--- src/rtl/gpu_cmd_pkg.sv ---
// Shared definitions for the command-FIFO reader: header field bounds,
// framing states and the beat layout carried through the output buffer.
package gpu_cmd_pkg;

    localparam int OPC_HI   = 31;
    localparam int OPC_LO   = 24;
    localparam int OPC_W    = OPC_HI - OPC_LO + 1;
    localparam int CMD_BW   = 32;
    localparam int LENW_DEF = 16;

    typedef enum logic {
        HDR = 1'b0,
        PAY = 1'b1
    } frame_state_t;

    typedef struct packed {
        logic [CMD_BW-1:0] data;
        logic              first;
        logic              last;
        logic [OPC_W-1:0]  opcode;
    } cmd_beat_t;

    function automatic logic [OPC_W-1:0] hdr_opcode(input logic [CMD_BW-1:0] word);
        return word[OPC_HI:OPC_LO];
    endfunction

endpackage

--- src/rtl/cmd_skid2.sv ---
// Two-entry valid/ready buffer for framed beats; entry 0 is always the head,
// so the output fields come straight from a register.
import gpu_cmd_pkg::*;

module cmd_skid2 #(
    parameter type beat_t = cmd_beat_t
) (
    input  logic       clock,
    input  logic       resetn,
    input  logic       in_valid,
    input  beat_t      in_beat,
    output logic       out_valid,
    input  logic       out_ready,
    output beat_t      out_beat,
    output logic [1:0] occ
);

    logic [1:0] occ_q;
    logic [1:0] occ_d;
    beat_t      ent0_q;
    beat_t      ent1_q;
    beat_t      ent0_d;
    beat_t      ent1_d;
    logic       pop;

    assign pop = out_valid && out_ready;

    // Pop first, then append at the new tail, so a same-cycle pop and push
    // keeps the order and leaves the occupancy unchanged.
    always_comb begin
        ent0_d = ent0_q;
        ent1_d = ent1_q;
        occ_d  = occ_q;
        if (pop) begin
            ent0_d = ent1_q;
            occ_d  = occ_q - 2'd1;
        end
        if (in_valid) begin
            if (occ_d == 2'd0) begin
                ent0_d = in_beat;
            end else begin
                ent1_d = in_beat;
            end
            occ_d = occ_d + 2'd1;
        end
    end

    always_ff @(posedge clock) begin
        if (!resetn) begin
            occ_q  <= 2'd0;
            ent0_q <= '0;
            ent1_q <= '0;
        end else begin
            occ_q  <= occ_d;
            ent0_q <= ent0_d;
            ent1_q <= ent1_d;
        end
    end

    assign out_valid = (occ_q != 2'd0);
    assign out_beat  = ent0_q;
    assign occ       = occ_q;

endmodule

--- src/rtl/fifo_cmd_reader.sv ---
// Drains the command FIFO one word per cycle, frames header + N payload words
// into packets and presents them as a first/last-tagged stream.
import gpu_cmd_pkg::*;

module fifo_cmd_reader #(
    parameter int BW   = 32,
    parameter int LENW = LENW_DEF
) (
    input  logic          clock,
    input  logic          resetn,
    output logic          fifo_rdreq,
    input  logic          fifo_empty,
    input  logic [BW-1:0] fifo_q,
    output logic          out_valid,
    input  logic          out_ready,
    output logic [BW-1:0] out_data,
    output logic          out_first,
    output logic          out_last,
    output logic [7:0]    out_opcode,
    output logic [31:0]   pkt_count,
    output logic          busy,
    output logic          dbg_state
);

    typedef struct packed {
        logic [BW-1:0]    data;
        logic             first;
        logic             last;
        logic [OPC_W-1:0] opcode;
    } beat_t;

    frame_state_t     state_q;
    frame_state_t     state_d;
    logic [LENW-1:0]  rem_q;
    logic [LENW-1:0]  rem_d;
    logic [OPC_W-1:0] opc_q;
    logic [OPC_W-1:0] opc_d;
    logic             infl_q;
    logic [1:0]       occ;
    logic [2:0]       proj;
    logic             accept;
    logic [31:0]      pkt_count_q;
    logic [31:0]      pkt_count_d;
    beat_t            cap_beat;
    beat_t            head;

    // Output stream: a beat transfers on a rising edge where out_valid && out_ready.
    // out_valid comes from registered occupancy only, and a presented beat holds
    // every field until it transfers.
    assign accept = out_valid && out_ready;

    // Projected occupancy once this cycle's capture and accept settle; a new
    // pop is allowed only if its word will still find a free slot next cycle.
    assign proj       = {1'b0, occ} + {2'b00, infl_q} - {2'b00, accept};
    assign fifo_rdreq = resetn && !fifo_empty && (proj < 3'd2);

    always_comb begin
        state_d  = state_q;
        rem_d    = rem_q;
        opc_d    = opc_q;
        cap_beat = '{data: fifo_q, first: 1'b0, last: 1'b0, opcode: opc_q};
        if (infl_q) begin
            case (state_q)
                HDR: begin
                    opc_d           = hdr_opcode(fifo_q[CMD_BW-1:0]);
                    rem_d           = fifo_q[LENW-1:0];
                    cap_beat.first  = 1'b1;
                    cap_beat.opcode = opc_d;
                    if (fifo_q[LENW-1:0] == '0) begin
                        cap_beat.last = 1'b1;
                    end else begin
                        state_d = PAY;
                    end
                end
                PAY: begin
                    cap_beat.last = (rem_q == LENW'(1));
                    rem_d         = rem_q - LENW'(1);
                    if (rem_q == LENW'(1)) begin
                        state_d = HDR;
                    end
                end
                default: state_d = HDR;
            endcase
        end
    end

    assign pkt_count_d = pkt_count_q + 32'(accept && out_last);

    always_ff @(posedge clock) begin
        if (!resetn) begin
            state_q     <= HDR;
            rem_q       <= '0;
            opc_q       <= '0;
            infl_q      <= 1'b0;
            pkt_count_q <= 32'd0;
        end else begin
            state_q     <= state_d;
            rem_q       <= rem_d;
            opc_q       <= opc_d;
            infl_q      <= fifo_rdreq;
            pkt_count_q <= pkt_count_d;
        end
    end

    cmd_skid2 #(
        .beat_t(beat_t)
    ) u_skid (
        .clock    (clock),
        .resetn   (resetn),
        .in_valid (infl_q),
        .in_beat  (cap_beat),
        .out_valid(out_valid),
        .out_ready(out_ready),
        .out_beat (head),
        .occ      (occ)
    );

    assign out_data   = head.data;
    assign out_first  = head.first;
    assign out_last   = head.last;
    assign out_opcode = head.opcode;
    assign pkt_count  = pkt_count_q;
    assign busy       = (state_q == PAY) || (occ != 2'd0) || infl_q;
    assign dbg_state  = logic'(state_q);

endmodule

--- config.mk ---
export PLATFORM = sky130hd
export DESIGN_NAME = fifo_cmd_reader
export DESIGN_NICKNAME = d
export VERILOG_FILES = /design/src/rtl/gpu_cmd_pkg.sv /design/src/rtl/cmd_skid2.sv /design/src/rtl/fifo_cmd_reader.sv
export SDC_FILE = /design/constraint.sdc
export NUM_CORES = 1
export LEC_CHECK = 0
export ABC_AREA = 0
export BUFFER_PORTS_ARGS = -buffer_cell sky130_fd_sc_hd__buf_4
export CAP_MARGIN = 10
export CORE_MARGIN = 2
export CORE_UTILIZATION = 30
export DETAILED_ROUTE_END_ITERATION = 8
export GPL_TIMING_DRIVEN = 0
export PLACE_DENSITY = 0.53
export SYNTH_ARGS = -nofsm -noshare
export SYNTH_HDL_FRONTEND = slang
export SYNTH_SLANG_ARGS = --single-unit
export TNS_END_PERCENT = 1
--- constraint.sdc ---
create_clock -name clock -period 3.75 [get_ports clock]
set_clock_uncertainty 0.1 [all_clocks]
set_input_delay 0.1875 -clock clock [delete_from_list [all_inputs] [get_ports clock]]
set_output_delay 0.1875 -clock clock [all_outputs]
set_load 0.02 [all_outputs]
==> metrics.csv, run 1 <==
stage,metric,value,unit
outcome,run_status,completed,
global_route,global_route.usage.total,0.169,
power,power.combinational.fraction,0.366,
finish,sequential_cell_area,2880,um2
clocking,cts_inserted_buffers,17,
clocking,cts.root.buffer_cell,clkbuf_16,
setup_path,critPathKind,reg -> out,
finish,layout.filler_cells,2107,
logic_synthesis,syn-instance-count,741,
setup_path,worstPathBufferInverterCount,5,
power,power_frac_seq,0.342,
floorplanning,design.core.area,21000,um2
power,power_per_cell_area,741,nW/um2
global_route,overflow,0,
drt,route.detailed.drc,0,
run,maxCapViolCount,0,
placement,gpl_wtd_cong,0.842,
logic_synthesis,syn-num-nets,786,
timing,post-route-worst-setup-slack,310,ps
logic_synthesis,synthFlopType,dfxtp_1,
setup_path,worst_ep_arrival_time,3150,ps
timing,rsz0062_at_grt,false,
clocking,max-clock-path-buffers,2,
setup_path,crit_required,3460,ps
power,p_switching,2320,uW
logic_synthesis,synth_area,6420,um2
power,clock_power_share,0.292,
drt,detailed_router_iteration_count_before_antenna_repair,4,
power,power.ir.vdd_worst,0.379,mV
clocking,worst_skew_pair.late_latency,420,ps
logic_synthesis,synth-warning-count,0,
clocking,tritoncts,done,
drt,wl_per_cell,16.0,um
logic_synthesis,ys_seq_elements,144,
logic_synthesis,async_reset_ff_frac,0,
timing,layout_worst_path_cycle_share,0.917,
global_route,grt_pass1_wl,29700,um
timing,whs,139,ps
global_route,number_of_global_route_vias_before_repair,5409,
finish,diodes,0,
logic_synthesis,synth.distinct_cells,48,
timing,finalMaxSlewViolations,0,
drt,wl,19000,um
clocking,tritoncts_num_sinks,144,
setup_path,worstPathCellList,"inv_1, ha_1, nand2b_1, buf_2, buf_2, xnor2_1, ha_1, inv_1, fa_1, xor2_1, nor3_1, buf_4",
setup_path,timing.critical_path.fanout_max,10,
drt,post_drt_via_cell_ratio,4.89,
setup_path,setup.worst_path.start_class,flip-flop,
logic_synthesis,synth_edf_count,0,
timing,hold_violations,0,
worst_hold_path,min_delay_worst_type,in -> reg,
floorplanning,core.rowCount,53,
setup_path,critical-path-top-delay-family,buffers and inverters,
power,internal_power,4030,uW
drt,initialDrtViolationCount,389,
timing,timing.fmax,0.291,GHz
power,finalPower,6350,uW
finish,final_core_util,0.408,
power,power_switching_share,0.366,
placement,io_port_bufs,112,
timing,timing.max_slew.rel_slack,0.583,
clocking,clk_pin_slew,60,ps
finish,area_delta_synth_final,33.5,%
timing,finalWorstPathRequiredPeriod,3440,ps
setup_path,cp_slowest_stage_delay,380,ps
logic_synthesis,yosys.area.top_type,dfxtp_1,
finish,finalNetCount,950,
drt,drtAntennaViolNets,0,
floorplanning,initial_core_util,0.305,
global_route,antenna_found_initial,0,
floorplanning,io_pins,114,
timing,final_setup_violation_count,0,
finish,multi_input_area,3220,um2
floorplanning,floorplan.die_area,22600,um2
placement,detailed_place_hpwl,13700,um
timing,setup_total_negative_slack,0,ps
clocking,cts_htree_levels,4,
finish,final_layout_size_suffix_gt1_frac,0.193,
setup_path,crit_path_end_kind,output pin,
global_route,grt_max_degree,17,
logic_synthesis,synth_sequential_area_ratio,0.449,
setup_path,crit_slowest_cell,fa_1,
logic_synthesis,synth_area_per_cell,8.66,um2
logic_synthesis,synth_top_area_share,0.449,
floorplanning,die_height,150,um
power,static-leakage-power,0.00345,uW
placement,placement.setup.worst_slack,357,ps
logic_synthesis,netlist_top_cells_area,"dfxtp_1, a211oi_1, mux2i_1",
clocking,postCtsSetupBuffers,0,
floorplanning,die_x,150,um
drt,dr_total_vias,5829,
timing,worst-slew-pin-transition,626,ps
==> cell usage after synthesis, drive strengths merged, types with 8 or more instances <==
cell type,n
a211oi,62
a21oi,49
and2,9
buf,15
clkbuf,37
dfxtp,144
ha,8
inv,14
mux2,11
mux2i,46
nand2,96
nand3,20
nand4,8
nor2,107
nor3,12
nor4,15
o21ai,13
xnor2,18
xor2,8
==> worst reg2reg max path: cells and delay by family, from the launching register on <==
family | cells | cell delay (ps)
flops | 1 | 430
buf+inv | 4 | 760
fa+ha+maj | 3 | 630
simple gates | 6 | 1180
xor+xnor | 1 | 160
==> cells by family after synthesis <==
logic type      after synthesis  synth area share
mux                          57            0.0910
simple gates                295             0.213
buf+inv                      67            0.0487
flops                       144             0.449
compound gates              143             0.144
xor+xnor                     26            0.0355
fa+ha+maj                     9            0.0187
==> metal layers <==
layer / wire length [um] / GRT usage / up-vias
met5: 0 / 0 / -
met4: 234 / 0.0458 / 0
met3: 642 / 0.0355 / 19
met2: 8980 / 0.269 / 117
met1: 9190 / 0.234 / 2771
li1: - / - / 2922
==> placed cells by master (no fill, tap or decap), drive strengths merged, types with 8 or more instances in the layout <==
master,synthesis,final
dfxtp,144,144
buf,15,127
nor2,107,107
nand2,96,96
a211oi,62,62
clkbuf,37,55
a21oi,49,49
mux2i,46,46
dlygate4sd3,0,33
nand3,20,20
xnor2,18,18
inv,14,16
nor4,15,15
o21ai,13,13
nor3,12,12
mux2,11,11
and2,9,9
xor2,8,8
ha,8,8
nand4,8,8
==> power groups by stage <==
stage               clock network [uW]  registers, uW  logic (uW)
floorplan                            0           2370        1300
global placement                     0           2200        2290
detailed placement                   0           2200        2300
CTS                               1900           2170        2340
global route                      1970           2220        2550
finish                            1850           2170        2330
==> worst paths after layout <==
check,startpoint,endpoint,slack [ps],depth (start not counted)
worst max register to register,u_skid.occ[1],pkt_count[30],380,14
worst min register to register,u_skid.ent1_q[29],u_skid.ent1_q[29],350,2
worst max-delay path,u_skid.occ[1],fifo_rdreq,310,12
worst min-delay path,resetn,infl_q,140,3
==> registers in the layout, summed over array words and instances, names as in the netlist <==
name / cells
u_skid.ent1_q: 42
infl_q: 1
dbg_state: 1
pkt_count: 32
rem_q: 16
opc_q: 8
u_skid.occ: 2
u_skid.out_beat: 42
==> cell type report <==
cell class	count	area share
Buffer	52	0.0299
Clock buffer	18	0.0501
Multi-Input combinational cell	530	0.376
Tap cell	275	0.0401
Sequential cell	144	0.336
Inverter	15	0.00657
Timing Repair Buffer	145	0.137
Clock inverter	12	0.0242
==> metrics by stage <==
stage / cells / area, um2
3_3_place_gp: 1128 / 7600
5_1_grt: 1191 / 8570
2_1_floorplan: 741 / 6420
3_5_place_dp: 1128 / 7600
4_1_cts: 1191 / 8570
6_report: 1191 / 8570
==> what timing repair did <==
action                    in CTS  in global routing
hold endpoints to repair      62                  0
hold buffers                  33                  0
resized for setup              0                  0
(Power assumes the default switching activity.)
==> inputs of run 2 (changes only) <==
--- a/config.mk
+++ b/config.mk
@@ -8,7 +8,6 @@
 export ABC_AREA = 0
 export BUFFER_PORTS_ARGS = -buffer_cell sky130_fd_sc_hd__buf_4
 export CAP_MARGIN = 10
-export CORE_MARGIN = 2
 export CORE_UTILIZATION = 30
 export DETAILED_ROUTE_END_ITERATION = 8
 export GPL_TIMING_DRIVEN = 0
==> metrics.csv, run 2 (synthesis results as in run 1) <==
stage,metric,value,unit
floorplanning,core.rowCount,53,
power,clock_power_share,0.259,
finish,finalNetCount,950,
power,internal_power,3720,uW
timing,timing.fmax,0.292,GHz
finish,layout.cells.most_common,dfxtp_1,
timing,worst-slew-pin-transition,654,ps
floorplanning,die_x,148,um
timing,finalMaxSlewViolations,0,
setup_path,path_depth,12,
global_route,grt_pass1_wl,31000,um
timing,layout_worst_path_cycle_share,0.913,
finish,final_layout_size_suffix_gt1_frac,0.194,
setup_path,endpoint,fifo_rdreq,
clocking,worst_skew_pair.late_latency,430,ps
worst_hold_path,whs_path_depth,3,
timing,setup_total_negative_slack,0,ps
drt,post_drt_via_cell_ratio,4.92,
clocking,cts_htree_levels,4,
clocking,clk_pin_slew,60,ps
setup_path,crit_slowest_cell,fa_1,
floorplanning,die_height,148,um
setup_path,regToRegEndpoint,pkt_count[30],
setup_path,worstPathCellList,"inv_1, ha_1, nand2b_1, buf_2, buf_2, xnor2_1, ha_1, inv_1, fa_1, xor2_1, nor3_1, buf_4",
drt,dr_total_vias,5862,
timing,timing.max_slew.rel_slack,0.564,
setup_path,setup.worst_path.start_class,flip-flop,
power,power_frac_seq,0.357,
setup_path,cp-startpoint,u_skid.occ[1],
global_route,grt_max_degree,17,
global_route,global_route.usage.total,0.180,
global_route,antenna_found_initial,0,
clocking,tritoncts,done,
floorplanning,initial_core_util,0.305,
timing,finalWorstPathRequiredPeriod,3420,ps
placement,detailed_place_hpwl,13600,um
run,maxCapViolCount,0,
setup_path,crit_path_end_kind,output pin,
setup_path,worstPathBufferInverterCount,5,
setup_path,reg2regPathDepth,14,
finish,area_delta_synth_final,32.0,%
power,static-leakage-power,0.00339,uW
setup_path,reg2reg_setup_slack,380,ps
drt,detailed_router_iteration_count_before_antenna_repair,9,
floorplanning,design.core.area,21000,um2
clocking,max-clock-path-buffers,2,
setup_path,worst_ep_arrival_time,3140,ps
floorplanning,floorplan.die_area,22000,um2
setup_path,timing.critical_path.fanout_max,10,
drt,wl,19100,um
finish,diodes,0,
drt,wl_per_cell,16.0,um
drt,route.detailed.drc,0,
timing,whs,145,ps
drt,drtAntennaViolNets,0,
clocking,cts_inserted_buffers,17,
drt,initialDrtViolationCount,330,
global_route,overflow,0,
floorplanning,io_pins,114,
finish,mostFrequentLayoutCells,"dfxtp_1, buf_4, nor2_1",
setup_path,critPathKind,reg -> out,
setup_path,reg2reg_from,u_skid.occ[1],
power,p_switching,2350,uW
timing,hold_violations,0,
placement,io_port_bufs,112,
power,power_switching_share,0.387,
timing,final_setup_violation_count,0,
clocking,cts.root.buffer_cell,clkbuf_16,
setup_path,cp_slowest_stage_delay,370,ps
placement,gpl_wtd_cong,0.850,
clocking,tritoncts_num_sinks,144,
global_route,number_of_global_route_vias_before_repair,5679,
power,power.ir.vdd_worst,0.426,mV
clocking,postCtsSetupBuffers,0,
setup_path,critical-path-top-delay-family,buffers and inverters,
worst_hold_path,min_delay_worst_type,in -> reg,
setup_path,crit_required,3460,ps
power,power_per_cell_area,716,nW/um2
power,power.combinational.fraction,0.383,
timing,rsz0062_at_grt,false,
outcome,run_status,completed,
==> run 2: layout make-up <==
| type | count | area (um2) |
|---|---|---|
| Inverter | 15 | 56.3 |
| Clock buffer | 18 | 439 |
| Sequential cell | 144 | 2880 |
| Tap cell | 275 | 344 |
| Timing Repair Buffer | 145 | 1170 |
| Buffer | 52 | 256 |
| Multi-Input combinational cell | 530 | 3220 |
| Fill cell | 2131 | 12500 |
| Clock inverter | 12 | 100 |
==> run 2: metal layers <==
metal	GRT usage	vias up	routed length, um
met5	0	-	0
met4	0.0588	0	231
met3	0.0319	15	705
met2	0.291	136	9120
met1	0.242	2779	9050
li1	-	2932	-
==> run 2: timing repair <==
item,CTS,global route
endpoints found under the hold margin,65,0
endpoints found under the setup margin,0,0
hold buffers,33,0
gates resized for setup,0,0
==> run 2: worst reg2reg max path: cells and delay by family (launching register included) <==
kind                       cells  cell delay (ps)
and+or+nand+nor                6             1180
buffers and inverters          4              760
adders and majority gates      3              640
xor gates and xnor gates       1              150
DFF                            1              420
==> run 2: how the worst min path moves through the flow <==
stage	end	start	slack (ps)
after floorplan	infl_q	fifo_empty	170
after global placement	infl_q	fifo_empty	270
after detailed placement	infl_q	fifo_empty	270
after CTS	pkt_count[23]	resetn	150
after global routing	pkt_count[23]	resetn	200
final	pkt_count[23]	resetn	140
==> run 2: metrics by stage <==
stage               area (um2)  power [uW]  instances  utilization  setup slack [ps]
floorplan                 6420        3670        741            -               867
global placement          7600        4490       1128        0.362               326
detailed placement        7600        4500       1128        0.362               344
CTS                       8470        6120       1191        0.403               283
global route              8470        6480       1191        0.403              27.6
finish                    8470        6070       1191        0.403               326
==> run 2: power by group through the flow <==
stage / Clock [uW] / Combinational, uW / Sequential [uW]
3_5_place_dp: 0 / 2310 / 2200
4_1_cts: 1620 / 2340 / 2170
5_1_grt: 1680 / 2580 / 2220
6_report: 1570 / 2330 / 2170
2_1_floorplan: 0 / 1300 / 2370
3_3_place_gp: 0 / 2290 / 2200
==> inputs of run 3 (changes only) <==
--- a/config.mk
+++ b/config.mk
@@ -5,7 +5,7 @@
 export SDC_FILE = /design/constraint.sdc
 export NUM_CORES = 1
 export LEC_CHECK = 0
-export ABC_AREA = 0
+export ABC_AREA = 1
 export BUFFER_PORTS_ARGS = -buffer_cell sky130_fd_sc_hd__buf_4
 export CAP_MARGIN = 10
 export CORE_UTILIZATION = 30
==> metrics.csv, run 3 <==
stage,metric,value,unit
floorplanning,die_height,154,um
setup_path,critPathKind,reg -> out,
logic_synthesis,muxShareOfSynthArea,0,
drt,wl_per_cell,16.7,um
setup_path,crit_path_end_kind,output pin,
floorplanning,floorplan.die_area,23900,um2
timing,finalWorstPathRequiredPeriod,3390,ps
clocking,max-clock-path-buffers,2,
drt,detailed_router_iteration_count_before_antenna_repair,6,
timing,finalMaxSlewViolations,0,
finish,area_delta_synth_final,30.7,%
placement,gpl_wtd_cong,0.896,
floorplanning,core.rowCount,55,
clocking,worst_skew_pair.late_latency,430,ps
power,power.ir.vdd_worst,0.344,mV
timing,final_setup_violation_count,0,
placement,io_port_bufs,113,
finish,design_area,9110,um2
logic_synthesis,post_synth_fa_ha_maj_area_fraction,0.0172,
setup_path,crit_required,3460,ps
finish,multi_input_area,3400,um2
logic_synthesis,synth_edf_count,0,
finish,layout.filler_cells,2422,
clocking,cts_inserted_buffers,17,
logic_synthesis,syn-num-nets,1058,
floorplanning,io_pins,114,
logic_synthesis,largest_family_of_logic_cells_by_synthesized_area,simple AND/OR/NAND/NOR gates,
setup_path,reg2reg_setup_slack,550,ps
logic_synthesis,synth_area,6970,um2
floorplanning,die_x,154,um
global_route,grt_pass1_wl,39000,um
timing,timing.fmax,0.295,GHz
logic_synthesis,synth_top_area_share,0.413,
floorplanning,initial_core_util,0.307,
drt,wl,24700,um
logic_synthesis,async_reset_ff_frac,0,
logic_synthesis,yosys.area.top_type,dfxtp_1,
global_route,global_route.usage.total,0.214,
timing,post-route-worst-setup-slack,365,ps
timing,timing.max_slew.rel_slack,0.471,
logic_synthesis,netlist_top_cells_area,"dfxtp_1, nand2_1, nand3_1",
clocking,tritoncts,done,
drt,dr_total_vias,7324,
finish,final_core_util,0.401,
outcome,run_status,completed,
setup_path,timing.critical_path.fanout_max,10,
logic_synthesis,synth-warning-count,0,
logic_synthesis,synthSimpleGateAreaFrac,0.291,
clocking,postCtsSetupBuffers,0,
timing,layout_worst_path_cycle_share,0.903,
logic_synthesis,synth_most_common_cell,nand2_1,
drt,initialDrtViolationCount,482,
drt,post_drt_via_cell_ratio,4.96,
setup_path,setup.worst_path.start_class,flip-flop,
logic_synthesis,synth_compound_gate_area_share,0.170,
logic_synthesis,synth_area_per_cell,6.88,um2
finish,layout.cells.most_common,nand2_1,
logic_synthesis,syn-instance-count,1013,
clocking,cts.root.buffer_cell,clkbuf_16,
timing,rsz0062_at_grt,false,
setup_path,worst_ep_arrival_time,3100,ps
finish,sequential_cell_area,2880,um2
finish,diodes,0,
worst_hold_path,min_delay_worst_type,in -> reg,
placement,placedInstanceArea,8180,um2
logic_synthesis,synthFlopType,dfxtp_1,
clocking,cts_htree_levels,4,
placement,placement.setup.worst_slack,505,ps
timing,setup_total_negative_slack,0,ps
clocking,tritoncts_num_sinks,144,
power,static-leakage-power,0.00415,uW
power,power_per_cell_area,699,nW/um2
timing,worst-slew-pin-transition,793,ps
floorplanning,design.core.area,22700,um2
logic_synthesis,synth.distinct_cells,34,
global_route,antenna_found_initial,0,
logic_synthesis,ys_top_cells_by_count,"nand2_1, dfxtp_1, inv_1",
timing,hold_violations,0,
placement,detailed_place_hpwl,18100,um
clocking,clk_pin_slew,70,ps
logic_synthesis,post_synthesis_share_of_cell_area_spent_on_xor_and_xnor_gates,0.00879,
global_route,number_of_global_route_vias_before_repair,7095,
finish,final_layout_size_suffix_gt1_frac,0.165,
run,maxCapViolCount,0,
finish,mostFrequentLayoutCells,"nand2_1, dfxtp_1, inv_1",
finish,finalNetCount,1223,
drt,route.detailed.drc,0,
drt,drtAntennaViolNets,0,
logic_synthesis,synth_sequential_area_ratio,0.413,
logic_synthesis,ys_seq_elements,144,
global_route,overflow,0,
global_route,grt_max_degree,17,
-- run 3: cell count changes after synthesis, moves of 11 or more --
| cell | previous run | this run |
|---|---|---|
| a21oi_1 | 49 | 83 |
| xnor2_1 | 18 | 4 |
| inv_1 | 14 | 117 |
| o211ai_1 | 1 | 40 |
| mux2i_1 | 46 | 0 |
| nand3_1 | 20 | 102 |
| a211oi_1 | 62 | 0 |
| buf_2 | 10 | 23 |
| nor4_1 | 12 | 1 |
| o21ai_0 | 13 | 75 |
| mux2_2 | 11 | 0 |
| nand2_1 | 96 | 202 |
-- run 3: critical path, cell delays in order (launching register included) --
cell,delay [ps]
dfxtp_1,420
inv_1,70
ha_1,190
inv_1,200
clkbuf_1,480
a21oi_1,160
nor2_1,170
inv_1,60
ha_1,170
inv_1,60
fa_1,400
nand2_1,90
nor3_1,50
buf_4,160
-- run 3: final timing paths --
path            startpoint                to  cells past startpoint
max          u_skid.occ[1]        fifo_rdreq                     13
min                 resetn  u_skid.ent1_q[8]                      5
max reg2reg  u_skid.occ[1]     pkt_count[16]                     16
min reg2reg       opc_q[5]          opc_q[5]                      2
-- run 3: repair_timing --
action                                  4_1_cts  5_1_grt
resized for setup                             0        3
endpoints found under the setup margin        0        1
hold buffers                                 33        0
endpoints found under the hold margin        69        0
-- run 3: metal layers --
layer  wire length [um]  share of wire  track usage  vias to the layer above
met4                677          0.027       0.0896                        0
met2              11400           0.46        0.347                      258
met5                  0              0            0                        -
li1                   -              -            -                     3647
met3               1620          0.066       0.0454                       35
met1              11100           0.45        0.273                     3384
-- run 3: through the flow --
| stage | total power, uW | instances | hold WS, ps |
|---|---|---|---|
| final | 6370 | 1476 | 122 |
| after global routing | 6790 | 1476 | 164 |
| after CTS | 6390 | 1476 | 120 |
| after detailed placement | 4590 | 1411 | 271 |
| after global placement | 4580 | 1411 | 267 |
| after floorplan | 3710 | 1013 | 166 |
-- run 3: cell type report --
type	instances	area share
multi-input combinational	693	0.373
sequential	144	0.316
timing repair buffer	146	0.129
clock buffer	19	0.0497
inverter	120	0.0494
tap	285	0.0391
buffer	56	0.0268
clock inverter	13	0.0162
-- run 3: kinds of logic after synthesis --
family / Yosys count
simple gates: 464
xor+xnor: 7
flops: 144
fa+ha+maj: 9
compound gates: 213
buf+inv: 176
-- run 3: report_power, final --
part / internal (uW) / switching (uW)
Combinational: 863 / 1600
Clock: 1030 / 737
Sequential: 1910 / 229
